===== src/rtl/tx_frame_pkg.sv =====
// Shared types and default sizing for the TX frame packer.
// The FSM sequences IDLE -> SEND -> (PAD) -> GAP -> IDLE.
package tx_frame_pkg;

  typedef enum logic [1:0] {
    IDLE = 2'd0,
    SEND = 2'd1,
    PAD  = 2'd2,
    GAP  = 2'd3
  } state_e;

  localparam int DEF_DEPTH      = 128;
  localparam int DEF_FRAME_LEN  = 64;
  localparam int DEF_MIN_LEN    = 46;
  localparam int DEF_IFG_CYCLES = 12;

  localparam logic [7:0] PAD_BYTE = 8'h00;

endpackage


===== src/rtl/tx_frame_packer_fifo.sv =====
// Single-clock DEPTH x 8 byte FIFO with an asynchronous (fall-through) read head.
// A push is refused when full even if a pop happens in the same cycle.
module byte_fifo
  import tx_frame_pkg::*;
#(
  parameter int DEPTH = DEF_DEPTH
) (
  input  logic                       clk_i,
  input  logic                       rst_i,
  input  logic                       push_i,
  input  logic [7:0]                 data_i,
  input  logic                       pop_i,
  output logic [7:0]                 data_o,
  output logic                       full_o,
  output logic                       empty_o,
  output logic [$clog2(DEPTH):0]     fill_o
);

  localparam int AW = $clog2(DEPTH);
  localparam int CW = AW + 1;

  logic [7:0]    mem_q [DEPTH];
  logic [AW-1:0] wr_ptr_q, wr_ptr_d;
  logic [AW-1:0] rd_ptr_q, rd_ptr_d;
  logic [CW-1:0] fill_q, fill_d;
  logic          push_ok;
  logic          pop_ok;

  assign full_o  = (fill_q == CW'(DEPTH));
  assign empty_o = (fill_q == '0);
  assign fill_o  = fill_q;
  assign data_o  = mem_q[rd_ptr_q];

  assign push_ok = push_i && !full_o;
  assign pop_ok  = pop_i && !empty_o;

  always_comb begin
    wr_ptr_d = wr_ptr_q;
    rd_ptr_d = rd_ptr_q;
    fill_d   = fill_q + CW'(push_ok) - CW'(pop_ok);
    if (push_ok) wr_ptr_d = wr_ptr_q + AW'(1);
    if (pop_ok)  rd_ptr_d = rd_ptr_q + AW'(1);
  end

  // storage array carries data only, so it is never reset
  always_ff @(posedge clk_i) begin
    if (push_ok) mem_q[wr_ptr_q] <= data_i;
  end

  always_ff @(posedge clk_i) begin
    if (rst_i) begin
      wr_ptr_q <= '0;
      rd_ptr_q <= '0;
      fill_q   <= '0;
    end else begin
      wr_ptr_q <= wr_ptr_d;
      rd_ptr_q <= rd_ptr_d;
      fill_q   <= fill_d;
    end
  end

endmodule


===== src/rtl/tx_frame_packer.sv =====
// Cuts a byte-strobe stream into FRAME_LEN frames (or shorter on flush), zero-pads
// short frames to MIN_LEN and emits them as a valid/ready stream with SOF/EOF.
module tx_frame_packer
  import tx_frame_pkg::*;
#(
  parameter int DEPTH      = DEF_DEPTH,
  parameter int FRAME_LEN  = DEF_FRAME_LEN,
  parameter int MIN_LEN    = DEF_MIN_LEN,
  parameter int IFG_CYCLES = DEF_IFG_CYCLES
) (
  input  logic       clk_125,
  input  logic       reset,
  input  logic       byte_valid,
  input  logic [7:0] byte_data,
  input  logic       flush,
  output logic       out_valid,
  input  logic       out_ready,
  output logic [7:0] out_data,
  output logic       out_sof,
  output logic       out_eof,
  output logic       busy,
  output logic       overflow,
  output logic [7:0] drop_count
);

  localparam int AW = $clog2(DEPTH);
  localparam int CW = AW + 1;
  localparam int IW = $clog2(DEPTH + MIN_LEN + 1);
  localparam int GW = (IFG_CYCLES > 1) ? $clog2(IFG_CYCLES) : 1;

  function automatic logic [7:0] sat_inc8(input logic [7:0] v);
    return (v == 8'hFF) ? v : v + 8'd1;
  endfunction

  state_e        state_q, state_d;
  logic [CW-1:0] pending_q, pending_d;
  logic          flush_pend_q, flush_pend_d;
  logic [CW-1:0] len_q, len_d;
  logic [IW-1:0] idx_q, idx_d;
  logic [GW-1:0] gap_q, gap_d;
  logic          overflow_q, overflow_d;
  logic [7:0]    drop_q, drop_d;

  logic [7:0]    fifo_head;
  logic          fifo_full;
  logic          fifo_empty;
  logic [CW-1:0] fifo_fill;
  logic          pop_req;
  logic          pop;
  logic          wr_acc;
  logic          last_data;
  logic          flush_clr;
  logic [CW-1:0] commit_len;

  byte_fifo #(
    .DEPTH (DEPTH)
  ) u_fifo (
    .clk_i   (clk_125),
    .rst_i   (reset),
    .push_i  (byte_valid),
    .data_i  (byte_data),
    .pop_i   (pop),
    .data_o  (fifo_head),
    .full_o  (fifo_full),
    .empty_o (fifo_empty),
    .fill_o  (fifo_fill)
  );

  assign wr_acc     = byte_valid && !fifo_full;
  assign pop        = pop_req && !fifo_empty;
  assign last_data  = (idx_q == IW'(len_q) - IW'(1));
  assign busy       = (state_q != IDLE);
  assign overflow   = overflow_q;
  assign drop_count = drop_q;

  always_comb begin
    state_d      = state_q;
    len_d        = len_q;
    idx_d        = idx_q;
    gap_d        = gap_q;
    pop_req      = 1'b0;
    flush_clr    = 1'b0;
    commit_len   = '0;
    out_valid    = 1'b0;
    out_data     = 8'h00;
    out_sof      = 1'b0;
    out_eof      = 1'b0;

    unique case (state_q)
      IDLE: begin
        // commit decisions use only registered counts; this cycle's write lands afterwards
        if (pending_q >= CW'(FRAME_LEN)) begin
          commit_len = CW'(FRAME_LEN);
        end else if (flush_pend_q && (pending_q != '0)) begin
          commit_len = pending_q;
          flush_clr  = 1'b1;
        end else if (flush_pend_q) begin
          flush_clr  = 1'b1;
        end
        if ((commit_len != '0) && (fifo_fill >= commit_len)) begin
          len_d   = commit_len;
          idx_d   = '0;
          state_d = SEND;
        end
      end

      SEND: begin
        out_valid = 1'b1;
        out_data  = fifo_head;
        out_sof   = (idx_q == '0);
        out_eof   = last_data && (int'(len_q) >= MIN_LEN);
        if (out_ready) begin
          pop_req = 1'b1;
          idx_d   = idx_q + IW'(1);
          if (last_data) begin
            if (int'(len_q) < MIN_LEN) begin
              state_d = PAD;
            end else begin
              state_d = GAP;
              gap_d   = '0;
            end
          end
        end
      end

      PAD: begin
        out_valid = 1'b1;
        out_data  = PAD_BYTE;
        out_eof   = (idx_q == IW'(MIN_LEN - 1));
        if (out_ready) begin
          idx_d = idx_q + IW'(1);
          if (out_eof) begin
            state_d = GAP;
            gap_d   = '0;
          end
        end
      end

      GAP: begin
        if (gap_q == GW'(IFG_CYCLES - 1)) begin
          state_d = IDLE;
        end else begin
          gap_d = gap_q + GW'(1);
        end
      end

      default: state_d = IDLE;
    endcase
  end

  always_comb begin
    // frame assignment only ever happens in IDLE, so commit_len is zero elsewhere
    pending_d    = pending_q - (state_q == IDLE ? len_commit_mask(commit_len) : '0) + CW'(wr_acc);
    flush_pend_d = flush_clr ? 1'b0 : flush_pend_q;
    if (flush) flush_pend_d = 1'b1;
    overflow_d = overflow_q;
    drop_d     = drop_q;
    if (byte_valid && fifo_full) begin
      overflow_d = 1'b1;
      drop_d     = sat_inc8(drop_q);
    end
  end

  function automatic logic [CW-1:0] len_commit_mask(input logic [CW-1:0] l);
    return (fifo_fill >= l) ? l : '0;
  endfunction

  always_ff @(posedge clk_125) begin
    if (reset) begin
      state_q      <= IDLE;
      pending_q    <= '0;
      flush_pend_q <= 1'b0;
      len_q        <= '0;
      idx_q        <= '0;
      gap_q        <= '0;
      overflow_q   <= 1'b0;
      drop_q       <= 8'h00;
    end else begin
      state_q      <= state_d;
      pending_q    <= pending_d;
      flush_pend_q <= flush_pend_d;
      len_q        <= len_d;
      idx_q        <= idx_d;
      gap_q        <= gap_d;
      overflow_q   <= overflow_d;
      drop_q       <= drop_d;
    end
  end

endmodule


===== config.mk =====
export PLATFORM = sky130hd
export DESIGN_NAME = tx_frame_packer
export DESIGN_NICKNAME = d
export VERILOG_FILES = /design/src/rtl/tx_frame_pkg.sv /design/src/rtl/tx_frame_packer_fifo.sv /design/src/rtl/tx_frame_packer.sv
export SDC_FILE = /design/constraint.sdc
export NUM_CORES = 1
export LEC_CHECK = 0
export ABC_AREA = 1
export CORE_MARGIN = 2
export CORE_UTILIZATION = 60
export CTS_CLUSTER_DIAMETER = 100
export DETAILED_ROUTE_END_ITERATION = 10
export PLACE_DENSITY_LB_ADDON = 0.08
export SYNTH_ARGS = -nofsm -noshare
export SYNTH_HDL_FRONTEND = slang
export SYNTH_SLANG_ARGS = --single-unit
export TNS_END_PERCENT = 100

===== constraint.sdc =====
create_clock -name clk_125 -period 7 [get_ports clk_125]
set_input_delay 1.4 -clock clk_125 [delete_from_list [all_inputs] [get_ports clk_125]]
set_output_delay 1.4 -clock clk_125 [all_outputs]
set_load 0.01 [all_outputs]

Word level (Yosys, flattened, before mapping):

Memory sizes are Yosys's and may differ from the RTL's. A register that Yosys moved wholly into a read port is not among the register bits.
Index checks and enable logic that the tools add are counted.

* memories kept: 1
* input port bits: 13
* bits in registers: 62
* output and inout bits: 21
* bits in writable memories: 1024

Memory list
* u_fifo.mem_q: depth 128, width 8, rd ports 1, clocked after Yosys merged registers in 1, wr ports 1, line tx_frame_packer_fifo.sv:22 `logic [7:0] mem_q [DEPTH];`

* $lt $le $gt $ge: 5
* bitwise operators: 1
* muxes and demuxes: 40
* reduce and logical (&&, ||, !) cells: 24
* add/sub/neg operators: 10
* equality and inequality tests: 17

Operators with widths (number)
* two-way mux 8 bit: 9
* two-way mux 4 bit: 6
* adder 8 x 1 -> 8 bit: 2
* adder 8 x 1 -> 8 bit (second input constant): 2
* equality test 8 bit (second input constant): 2
* >= comparator 8 bit: 2
* logical NOT 8 bit: 2
* inequality test 2 bit (second input constant): 8
* case mux 8 bit (2 select lines): 1
* nonzero test 8 bit: 2
* adder 7 x 1 -> 7 bit (second input constant): 2
* two-way mux 7 bit: 2
* two-way mux 1 bit: 13
* two-way mux 2 bit: 6
* case mux 4 bit (3 select lines): 1
* equality test 8 x 6 -> 1 bit (second input constant): 1
* equality test 8 bit: 1
* >= comparator 8 x 6 -> 1 bit (second input constant): 1
* >= comparator 8 x 7 -> 1 bit (second input constant): 1
* less-than comparator 8 x 6 -> 1 bit (second input constant): 1
* case mux 2 bit (4 select lines): 1
* subtractor 8 x 1 -> 8 bit: 1
* subtractor 8 x 1 -> 8 bit (second input constant): 1
* subtractor 8 bit: 1
* 17 further kinds: 28

Depth between registers and ports, before layout:

Gate-level depths: netlist of run 1.

* word-level depth: 11
* mapped depth: 27
* gate-level depth less buffers: 27

Cells and area by module:

From an unflattened synthesis of run 1, not the netlist that was laid out.

* cells, all modules: 4179
* area total of the unflattened synthesis: 46485.8 um^2

By module, submodules not included
* byte_fifo: area each 43282.8 um^2, cells each 3707, instances 1, sequential area each 31330.0 um^2
* tx_frame_packer: area each 3203.1 um^2, cells each 472, instances 1, sequential area each 800.8 um^2

Least setup slack after synthesis of run 1:

OpenSTA, ideal clock, no wires.

* path type: register -> register
* start point: reg state_q[0]
* end point: reg pending_q[6]
* arrival: 3609 ps
* data required time: 6881 ps
* stages on the path, launching flop included: 26
* setup slack: 3272 ps
* buffers on the path: 2
* library setup time: 119 ps
* cell sequence: dfxtp_1 inv_1 ha_1 buf_2 clkbuf_1 nand2_1 ha_1 a21oi_1 o21ai_0 nand2_1 o2111ai_1 nand2_1 inv_1 ha_1 inv_1 ha_1 inv_1 fa_1 nor2_1 o21ai_0 a21oi_1 nor2_1 nor2_1 nor2_1 o21ai_0 a21oi_1

* cells in the longest elaborated chain, start to end: 7

Ends and longest elaborated chain
* start: declaration: line tx_frame_packer.sv:35 `state_e state_q, state_d;`
* start signal: assignment: line tx_frame_packer.sv:179 `state_q <= state_d;`
* logical NOT 2 bit (*): line tx_frame_packer.sv:89, tx_frame_packer.sv:153
* two-way mux 8 bit: line tx_frame_packer.sv:89 `unique case (state_q)`
* >= comparator 8 bit: line tx_frame_packer.sv:165 `return (fifo_fill >= l) ? l : '0;`
* two-way mux 8 bit: line tx_frame_packer.sv:165
* two-way mux 8 bit (*): line tx_frame_packer.sv:153 `pending_d = pending_q - (state_q == IDLE ? len_commit_mask(commit_len) : '0) + CW'(wr_acc);`
* subtractor 8 bit (*): line tx_frame_packer.sv:153
* adder 8 x 1 -> 8 bit (*): line tx_frame_packer.sv:153
* end signal: assignment: line tx_frame_packer.sv:180 `pending_q <= pending_d;`
* end: declaration: line tx_frame_packer.sv:36 `logic [CW-1:0] pending_q, pending_d;`

Every way passes the cells marked *; elsewhere a longest branch is shown, timed or not.
A chain may end at the register's enable or synchronous reset.

==> reports/results.txt, run 1 <==
Port-buffer cells - 33
Required @ worst endpoint - 5.60 ns
Fraction of layout cells with a size suffix above 1 - 5.753%
P_leak - 17.87 nW
Outcome - finished clean
Library cells used by synthesis - 46
Crit end category - output port
HP Class - register to register
Final Max Slew Viols - 0
Hold-fix buffers at CTS - 0
Yosys top cell area share - 66.25%
Largest net degree at the start of global routing - 222
RSZ-0062 raised after global routing - no
CTS Sinks - 1,093
CTS buffer count - 109
Core footprint - 76,200 sq um
Setup TNS - 0 ns
Final Cell Area - 50,550 sq um
Pwr per Cell Area - 319.4 nW/um^2
Initial core utilization - 60.91%
Leading register cell type out of synthesis - edfxtp_1
Fmax - 173.1 MHz
Post-synth EDFFs - 1,024
Final setup viols - 0
Synthesized cell area - 46,410 sq um
Reg2Reg Setup Slack - 2.42 ns
Worst hold start - overflow
Share of flip-flops with an asynchronous set or reset - 0%
Hold endpoint - overflow
Crit path DAT - 4.38 ns
Post-cts resize count - 0
First-pass GRT wire length - 177,100 microns
Final GP Congestion - 0.8522
DRT Pass-1 Iters - 6
DR vias/cell - 5.976
Worst r2r src - state_q[0]
ANT nets after route - 0
RR Endpoint - pending_q[6]
CTS Root Cell - clkbuf_16
Wire per inst - 22.42 microns
Mapped Cells - 4,132
Chip width - 282.1 microns
Critical path peak fanout - 116
Hpwl dp - 64,160 microns
Fin crit period - 5.778 ns
Sequential cell area fraction in the yosys report - 69.23%
R2r worst-path depth - 25
Worst slew margin - 25.77%
Synthesis-to-finish area growth - 8.917%
Post-Route Skew - 0.02380 ns
Main area contributors after synthesis - edfxtp_1 66%, nand3_1 11%, nand2_1 9.8%, dfxtp_1 3.0%, nor2_1 1.7%
Ys Warns - 0
Vias in the first global route - 29,594
Htree depth - 3
Initial antenna violation count - 1
Setup CP Type - register to output port
Initial DRC Count - 3,958
Avg Cell Area, Syn - 11.23 sq um
Flops & latches, synth - 1,093
Die area - 79,600 sq um
Final period util - 82.54%
Placed cell areas - 46,910 sq um
Setup crit start kind - register
Routed wire length - 116,600 microns
Slew of the pin with the lowest slew margin - 1.110 ns
Skew-Pair Late Insertion Delay - 0.68 ns
Nets - 4,149
Maximum root-to-sink buffer count - 3
Max_cap viols - 0
Row cnt - 101
DRC - 0
Endpoints failing hold - 0
Clock tree from TritonCTS - yes
Antenna Cells - 0
Chip Height - 282.1 microns
GR Util All Layers - 29.55%
Postcts setup bufs - 0
Ports - 34
GR Overflow Total - 0
Cell accounting for the most synthesized area - edfxtp_1
Hold path depth - 2
Worst VDD drop - 0.2394 mV
CTS clk-pin slew, worst paths - 0.06 ns
Via count - 31,086
## power by group
part / switching, mW / internal [mW] / total, mW
combinational: 2.01 / 0.851 / 2.86
sequential: 0.0995 / 7.23 / 7.33
clock: 2.48 / 3.48 / 5.96
total: 4.58 / 11.6 / 16.1
## cell families after synthesis
logic type,Yosys count,synth area share [%]
DFF,1093,69.23
AOI/OAI and AO/OA,134,1.574
buffers and inverters,355,4.362
other,1,0.008079
adders and majority gates,58,1.596
and+or+nand+nor,2479,23.01
xor gates and xnor gates,12,0.2264
## cell usage in the layout, fill, tap and decap left out, types with 18 or more instances in the layout
| master | count |
|---|---|
| a21oi_1 | 62 |
| buf_4 | 42 |
| clkbuf_1 | 18 |
| clkbuf_16 | 110 |
| clkdlybuf4s50_1 | 25 |
| clkinv_1 | 22 |
| clkinv_2 | 22 |
| dfxtp_1 | 65 |
| edfxtp_1 | 1024 |
| ha_1 | 56 |
| inv_1 | 108 |
| nand2_1 | 1216 |
| nand3_1 | 1007 |
| nor2_1 | 212 |
| o21ai_0 | 45 |
## cell type report
| type | instances | area [sq um] |
|---|---|---|
| Fill cell | 5764 | 25650 |
| Tap cell | 1030 | 1289 |
| Inverter | 113 | 450.4 |
| Multi-Input combinational cell | 2685 | 12280 |
| Timing Repair Buffer | 76 | 745.7 |
| Sequential cell | 1093 | 32140 |
| Clock buffer | 133 | 2889 |
| Clock inverter | 72 | 758.2 |
## synth_stat cells, types with 3 or more instances
master	n
inv_1	109
nand4_1	12
edfxtp_1	1024
ha_1	56
a21o_1	4
o21ai_1	9
nand3_1	1008
clkbuf_1	32
a21oi_1	62
buf_6	56
o21ai_0	45
nand2_1	1216
nor3_1	17
buf_1	13
buf_4	27
inv_2	3
xor2_1	10
dfxtp_1	69
nor2_1	212
nor4_1	3
buf_2	111
## worst max-delay path, cell delays in order, from the launching register on
cell             delay [ns]
dfxtp_4                0.66
buf_4                  0.53
buf_12                 0.50
nand2_1                0.12
nand3_1                0.11
nand3_1                0.09
nand3_1                0.18
nand2_1                0.07
nand2_1                0.07
nand3_1                0.11
nand3_1                0.10
nand2_1                0.08
nor2_1                 0.35
clkdlybuf4s50_1        0.61
## worst max path at each step
stage | start | to | slack [ns] | cells past startpoint
global route | register | out_data[5] | 0.98 | 13
global placement | register | out_data[6] | 1.99 | 13
floorplan | state_q[0] | pending_q[6] | 3.27 | 25
CTS | register | out_data[6] | 1.27 | 13
detailed placement | register | out_data[6] | 1.98 | 13
finish | register | out_data[6] | 1.22 | 13
## registers in the layout, indices dropped and copies added (netlist names), named ones only
register / cells
drop_count: 8
flush_pend_q: 1
gap_q: 4
idx_q: 8
len_q: 8
overflow: 1
pending_q: 8
state_q: 2
u_fifo.fill_o: 8
u_fifo.mem_q: 1024
u_fifo.rd_ptr_q: 7
u_fifo.wr_ptr_q: 7
## layer usage
metal | up-vias | share of wire (%) | GRT usage [%]
li1 | 14381 | - | -
met1 | 15121 | 42 | 42.42
met2 | 1380 | 47 | 46.82
met3 | 202 | 8.5 | 4.444
met4 | 2 | 2.9 | 9.958
met5 | - | 0.0086 | 0
## per-stage QoR
step / total power [mW] / setup WS, ns / std cells / hold WS [ns] / util [%]
after detailed placement: 10.30 / 1.984 / 4997 / 0.4650 / 61.56
after floorplan: 9.558 / 3.272 / 4133 / 0.4570 / -
after CTS: 16.17 / 1.265 / 5202 / 0.4835 / 66.34
after global routing: 16.79 / 0.9817 / 5202 / 0.5307 / 66.34
final: 16.15 / 1.222 / 5202 / 0.4769 / 66.34
after global placement: 10.25 / 1.987 / 4997 / 0.4584 / 61.56
Note: power is estimated with default switching activity, not from simulation.
==> inputs of run 2 (changes only) <==
Clock period 7 ns to 5.5 ns, I/O delays scaled along.
==> run 2 against run 1 <==
Against the previous run:
- setup slack worse by 0.95 ns
- sequential share of layout area down 0.41 points
- register-to-register slack worse by 1.4 ns
- first-iteration DRC count shrank 12%
- sequential cell count stayed put
- final cell count grew 0.94%
- critical endpoint is now out_data[4]
- sequential power is 28% higher
- routed wire length decreased by 0.36%
==> reports/results.txt, run 2 (synthesis results as in run 1) <==
Outcome - finished clean
Initial DRC Count - 3,478
DRC - 0
Post-Route Skew - 0.01353 ns
Required @ worst endpoint - 4.40 ns
CTS clk-pin slew, worst paths - 0.06 ns
Pwr per Cell Area - 399.1 nW/um^2
Via count - 31,184
CP Buf/Inv Count - 3
Initial antenna violation count - 0
First-pass GRT wire length - 175,300 microns
Fmax - 191.1 MHz
HP Class - register to register
Reg2Reg Setup Slack - 1.06 ns
Wire per inst - 22.13 microns
Clock power frac - 36.0%
CP Cell Sequence - inv_16 -> buf_4 -> nand2_1 -> nand3_1 -> nand3_1 -> nand3_1 -> nand3_1 -> nand2_1 -> nand2_1 -> nand2_1 -> nor2_1 -> nor2_1 -> clkdlybuf4s50_1
Final GP Congestion - 0.8595
CP delay by family, top - buffers and inverters
Routed wire length - 116,200 microns
Slew of the pin with the lowest slew margin - 1.185 ns
Total stage count of the critical path - 13
Largest net degree at the start of global routing - 174
Chip Height - 282.1 microns
R2r worst-path depth - 25
Hold path depth - 2
Postcts setup bufs - 0
Initial core utilization - 60.91%
PnR worst setup slack - 0.2685 ns
Nets - 4,200
Top reg by flops - u_fifo.mem_q
Worst r2r src - state_q[0]
Fin crit period - 5.232 ns
Final setup viols - 0
Endpoints failing hold - 0
Synthesis-to-finish area growth - 9.624%
Hpwl dp - 66,140 microns
CTS Sinks - 1,093
Setup crit start kind - register
Hold Worst Slack - 0.4761 ns
P_int - 14.55 mW
Vias in the first global route - 28,990
Post-cts resize count - 0
Pre-CTS WS - 1.056 ns
Fraction of layout cells with a size suffix above 1 - 6.469%
Max_cap viols - 0
GR Overflow Total - 0
Skew-Pair Late Insertion Delay - 0.68 ns
GR Util All Layers - 29.43%
P_leak - 18.10 nW
Crit path largest cell delay - 0.61 ns
CTS buffer count - 109
ANT nets after route - 0
Ports - 34
Worst VDD drop - 0.3619 mV
Flop pwr share - 46.0%
Setup CP Type - register to output port
Critical path peak fanout - 117
Final core utilization - 66.77%
Die area - 79,600 sq um
CTS Root Cell - clkbuf_16
Maximum root-to-sink buffer count - 3
Htree depth - 3
Highest-count cells in the layout ignoring fill and taps - 1,216 x nand2_1, 1,024 x edfxtp_1, 1,007 x nand3_1
Largest register FFs - 1,024
Crit end category - output port
Switch Pwr - 5.758 mW
Switch share - 28.35%
Row cnt - 101
Clock tree from TritonCTS - yes
RSZ-0062 raised after global routing - no
Port-buffer cells - 33
DR vias/cell - 5.939
Worst hold start - overflow
Final period util - 95.12%
Logic pwr share - 17.9%
Chip width - 282.1 microns
Slowest cell on crit path - clkdlybuf4s50_1
Final Max Slew Viols - 0
Commonest non-fill, non-tap cell in the layout - nand2_1
Worst slew margin - 20.83%
Core footprint - 76,200 sq um
Crit path DAT - 4.13 ns
Hold-fix buffers at CTS - 0
Setup TNS - 0 ns
DRT Pass-1 Iters - 6
-- run 2: layout make-up --
class | instances | area (sq um)
Sequential cell | 1093 | 32140
Fill cell | 5689 | 25320
Multi-Input combinational cell | 2685 | 12280
Clock buffer | 143 | 2959
Tap cell | 1030 | 1289
Timing Repair Buffer | 127 | 1216
Clock inverter | 59 | 543.0
Inverter | 113 | 450.4
Antenna cell | 1 | 2.502
-- run 2: tightest hold or removal path, delay by kind of cell, from the launching register on --
family,cells,cell delay [ns]
flip-flops,1,0.33
AND/OR/NAND/NOR,2,0.12
-- run 2: power groups by stage --
| stage | sequential [mW] | combinational, mW | clock (mW) |
|---|---|---|---|
| 6_report | 9.35 | 3.64 | 7.32 |
| 5_1_grt | 9.36 | 4.06 | 7.71 |
| 4_1_cts | 9.35 | 3.62 | 7.38 |
| 3_5_place_dp | 9.52 | 3.59 | 0 |
| 3_3_place_gp | 9.52 | 3.54 | 0 |
| 2_1_floorplan | 9.45 | 2.72 | 0 |
-- run 2: layer usage --
metal  share of wire (%)  vias up  track usage [%]
met2                  46     1447            45.88
met1                  42    15008            42.72
met3                 8.9      224            4.361
li1                    -    14505                -
met4                 3.3        0            10.46
met5                   0        -                0
-- run 2: path summary, 6_finish.rpt --
| check | end |
|---|---|
| max | out_data[4] |
| min | overflow |
| min reg2reg | overflow |
| max reg2reg | pending_q[6] |
-- run 2: metrics by stage --
step                cells  power [mW]  instance area [sq um]
floorplan            4133       12.16                  46420
global placement     5048       13.06                  47380
detailed placement   5048       13.12                  47380
CTS                  5250       20.35                  50880
global route         5250       21.14                  50880
finish               5251       20.31                  50880
